$ cat config.mk
export PLATFORM = sky130hd
export DESIGN_NAME = dram_arbiter
export DESIGN_NICKNAME = d
export VERILOG_FILES = /design/src/rtl/dram_arbiter.sv
export SDC_FILE = /design/constraint.sdc
export NUM_CORES = 1
export LEC_CHECK = 0
export ABC_AREA = 1
export BUFFER_PORTS_ARGS = -buffer_cell sky130_fd_sc_hd__buf_2
export CAP_MARGIN = 0
export CELL_PAD_IN_SITES_DETAIL_PLACEMENT = 1
export CELL_PAD_IN_SITES_GLOBAL_PLACEMENT = 2
export CORE_MARGIN = 4
export CORE_UTILIZATION = 19
export CTS_BUF_LIST = sky130_fd_sc_hd__clkbuf_8
export DETAILED_ROUTE_END_ITERATION = 7
export GPL_ROUTABILITY_DRIVEN = 1
export PLACE_DENSITY_LB_ADDON = 0.1
export SLEW_MARGIN = 10
export SYNTH_ARGS = -nofsm -noshare
export SYNTH_HDL_FRONTEND = slang
export SYNTH_SLANG_ARGS = --single-unit
$ cat constraint.sdc
create_clock -name clk -period 3 [get_ports clk]
set_clock_uncertainty 0.15 [all_clocks]
set_input_delay 0.15 -clock clk [delete_from_list [all_inputs] [get_ports clk]]
set_output_delay 0.15 -clock clk [all_outputs]
set_load 0.03 [all_outputs]
$ cat src/rtl/dram_arbiter.sv
// Two-requester (core / debug loader) arbiter in front of a single-port synchronous DRAM.
// Define DRAM_ARB_CPU_PRIO_EN for fixed CPU priority on ties; otherwise ties go round-robin.
module dram_arbiter #(
   parameter int ADDR_W = 14,
   parameter int DATA_W = 32
) (
   input  logic              clk,
   input  logic              rst_n,
   input  logic              cpu_req,
   input  logic              cpu_we,
   input  logic [31:0]       cpu_addr,
   input  logic [DATA_W-1:0] cpu_wdata,
   output logic [DATA_W-1:0] cpu_rdata,
   output logic              cpu_ready,
   output logic              cpu_stall,
   input  logic              dbg_req,
   input  logic              dbg_we,
   input  logic [31:0]       dbg_addr,
   input  logic [DATA_W-1:0] dbg_wdata,
   output logic [DATA_W-1:0] dbg_rdata,
   output logic              dbg_ready,
   output logic              mem_en,
   output logic              mem_we,
   output logic [ADDR_W-1:0] mem_addr,
   output logic [DATA_W-1:0] mem_wdata,
   input  logic [DATA_W-1:0] mem_rdata
);

   localparam logic [1:0] ST_IDLE  = 2'd0;
   localparam logic [1:0] ST_ISSUE = 2'd1;
   localparam logic [1:0] ST_RESP  = 2'd2;

   logic [1:0] state;
   logic       owner;
   logic       last;
   logic       grant;
   logic       grant_dbg;
   logic       resp;
   logic       unused_addr_bits;

   // Byte offset and bits above the DRAM size are dropped: word access, address wraps.
   assign unused_addr_bits = ^{cpu_addr[31:ADDR_W+2], cpu_addr[1:0],
                               dbg_addr[31:ADDR_W+2], dbg_addr[1:0]};

   always_comb begin
      grant     = 1'b0;
      grant_dbg = 1'b0;
      case (state)
         ST_IDLE: begin
            if (cpu_req | dbg_req) begin
               grant = 1'b1;
`ifdef DRAM_ARB_CPU_PRIO_EN
               grant_dbg = ~cpu_req;
`else
               grant_dbg = dbg_req & (~cpu_req | ~last);
`endif
            end
         end
         // Only the non-owner may chain straight into a new access.
         ST_RESP: begin
            if (owner ? cpu_req : dbg_req) begin
               grant     = 1'b1;
               grant_dbg = ~owner;
            end
         end
         default: ;
      endcase
   end

   always_ff @(posedge clk or negedge rst_n) begin
      if (!rst_n) begin
         state     <= ST_IDLE;
         owner     <= 1'b0;
         last      <= 1'b1;
         mem_en    <= 1'b0;
         mem_we    <= 1'b0;
         mem_addr  <= '0;
         mem_wdata <= '0;
      end else begin
         mem_en <= grant;
         mem_we <= grant & (grant_dbg ? dbg_we : cpu_we);
         if (state == ST_RESP) begin
            last <= owner;
         end
         if (grant) begin
            owner     <= grant_dbg;
            mem_addr  <= grant_dbg ? dbg_addr[ADDR_W+1:2] : cpu_addr[ADDR_W+1:2];
            mem_wdata <= grant_dbg ? dbg_wdata : cpu_wdata;
            state     <= ST_ISSUE;
         end else if (state == ST_ISSUE) begin
            state <= ST_RESP;
         end else begin
            state <= ST_IDLE;
         end
      end
   end

   assign resp      = (state == ST_RESP);
   assign cpu_ready = resp & ~owner;
   assign dbg_ready = resp & owner;
   assign cpu_rdata = cpu_ready ? mem_rdata : '0;
   assign dbg_rdata = dbg_ready ? mem_rdata : '0;
   assign cpu_stall = cpu_req & ~cpu_ready;

endmodule

==> flow_summary.toml <==
[die]
num_io_pins = 281
fp.dieW_um = 139
start_util = 0.196
design.core.area_um2 = 16700
die_area_um2 = 19400
die_h_um = 139
fp-row-count = 47

[critical_path]
timing.rr.end = "mem_wdata[11]"
r2r_cells = 8
start_kind = "register"
worstReg2RegStart = "state[0]"
r2r_slack_ps = 560
path_max_fanout = 23
end_kind = "register"
path_class = "reg -> reg"
cp-endpoint = "mem_wdata[11]"
cp.required_ps = 3070
crit_arrival_ps = 2510
startpoint = "state[0]"

[final_layout]
layout.nets = 1008
postLayoutCoreUtil = 0.335
stdcell_count = 1062
antenna_cells = 0
fillers = 2201
syn2layout_area_growth_pct = 71.2
drive_above_1_share = 0.317
fin_area_um2 = 5590

[yosys]
ys_ff_latch = 51
synthSimpleGateAreaFrac = 0.399
syn_nets = 698
synth_xor_xnor_area_share = 0
synthMuxAreaShare = 0
synth_top_family_by_area = "simple AND/OR/NAND/NOR gates"
seq_area_frac_synth = 0.391
netlist_area_um2 = 3270
ys_types = 14
syn_avg_cell_area_um2 = 6.14
syn_inst = 532
synth_compound_area_frac = 0.00460
yosys.area_share.adder = 0
yosys_warnings = 0

[placement]
dp_hpwl_um = 10800
gp_congestion = 0.887
port-buffer-count = 244
dpl_cell_area_um2 = 4660
dp_slack_ps = 930
dp.cells = 973

[sta]
finalCriticalPeriod_ps = 2440
setup_viol = 0
fin_hold_ws_ps = 16.8
slew_headroom = 0.368
finalSetupTns_ps = 0
max_freq_mhz = 410
rsz0062_at_grt = "false"
period_share = 0.813
final_hold_viol_count = 0
tightest_slew_ps = 946
setup_slack_ps = 560
slew_viol_final = 0

[global_route]
grt_max_degree = 50
grt_first_pass_wirelength_um = 24800
grt_pass1_vias = 4710
antenna_found_initial = 1
globalRouteOverflowTotal = 0
track_usage = 0.157

[clocking]
ctsHoldBuffers = 81
clk_latency_ps = 320
clkTransAtPathRegs_ps = 100
cts_max_path_buffers = 2
numCtsBuffers = 5
htree_levels = 2
cts-root-buf = "clkbuf_8"
post_cts_buffers = 0
clock-sinks = 51
cts_resized = 0
cts_tree = "yes"

[status]
status = "finished clean"

[detailed_routing]
route.detailed.drc = 0
vias = 4365
ant_nets = 0
wl_per_cell_um = 14.5
vias_per_cell = 4.11
drt-initial-drc-count = 143
drtPass1Iterations = 4
wl_um = 15400

[power_and_ir_drop]
seq_power_share = 0.234
leakagePower_nw = 3.55
p_sw_mw = 2.84
power.internal_mw = 2.46
p_comb_frac = 0.673
p_sw_frac = 0.536
vdd_drop_max_v = 0.000357
p_total_mw = 5.30
p_per_area_nw_per_um2 = 948
p_clk_frac = 0.093

[hold_path]
hp-class = "in -> reg"

[run]
cap_violations = 0
## worst min-delay path by stage
stage | startpoint | end | slack [ps] | depth (start not counted)
6_report | cpu_wdata[28] | mem_wdata[28] | 20 | 5
5_1_grt | cpu_addr[14] | mem_addr[12] | 10 | 5
4_1_cts | cpu_addr[15] | mem_addr[13] | 1 | 5
3_5_place_dp | dbg_we | mem_we | 260 | 3
3_3_place_gp | rst_n | mem_addr[7] | 270 | 1
2_1_floorplan | rst_n | mem_addr[0] | -300 | 0
## layer usage
| metal | track usage | vias to the layer above | wire length, µm |
|---|---|---|---|
| li1 | - | 2151 | - |
| met1 | 0.179 | 2045 | 6170 |
| met3 | 0.0424 | 15 | 1030 |
| met4 | 0.0314 | 2 | 180 |
| met5 | 0 | - | 7 |
| met2 | 0.295 | 152 | 7980 |
## registers in the layout, indices dropped and copies added, names as in the netlist
signal / count
last: 1
mem_addr: 14
mem_wdata: 32
mem_we: 1
owner: 1
state: 2
## power by group through the flow
stage                     clock network (mW)  registers (mW)  logic (mW)
after floorplan                            0            1.89        1.59
after global placement                     0            1.25        3.22
after detailed placement                   0            1.26        3.26
after CTS                              0.530            1.25        3.63
after global routing                   0.553            1.29        3.94
final                                  0.495            1.24        3.57
## worst max-delay path, cell delays in order (launching register included)
cell and delay [ps]:
dfrtp_1 440, nor2_1 180, nand3_2 100, nand2_2 410, buf_4 310, nand2_1 70
nand3_1 60, dlygate4sd3_1 560, nand2_1 60
## final cells by class
type / count / area, µm² / area share
repair buffers: 333 / 2100 / 0.376
multi-input cells: 317 / 1330 / 0.238
flip-flops and latches: 51 / 1280 / 0.228
inverters: 134 / 503 / 0.0899
well taps: 220 / 275 / 0.0492
clock buffers: 5 / 68.8 / 0.0123
clock inverters: 2 / 33.8 / 0.00604
## cells in the mapped netlist (all sizes together)
master / n / area, µm²
buf: 27 / 155
clkbuf: 3 / 11.3
dfrtp: 50 / 1250
nand2: 148 / 558
inv: 134 / 503
nand3: 93 / 465
dfstp: 1 / 26.3
o21ai: 3 / 15.0
nor2: 73 / 282
## cells in the final DEF (no fill, tap or decap)
cell           instances
dfstp_2                1
o21ai_0                3
nor2_4                 1
buf_4                  7
buf_12                 1
dfrtp_1               50
clkbuf_8               5
inv_2                  3
nand3_1               92
buf_2                244
nand2_2                3
dlygate4sd3_1         81
bufinv_16              1
nand2_1              145
inv_1                132
nand3_2                1
nor2_1                72
## cell families after synthesis
group	Yosys count
buf+inv	164
flops	51
simple gates	314
compound gates	3
Power figures use the tool's default switching activity.
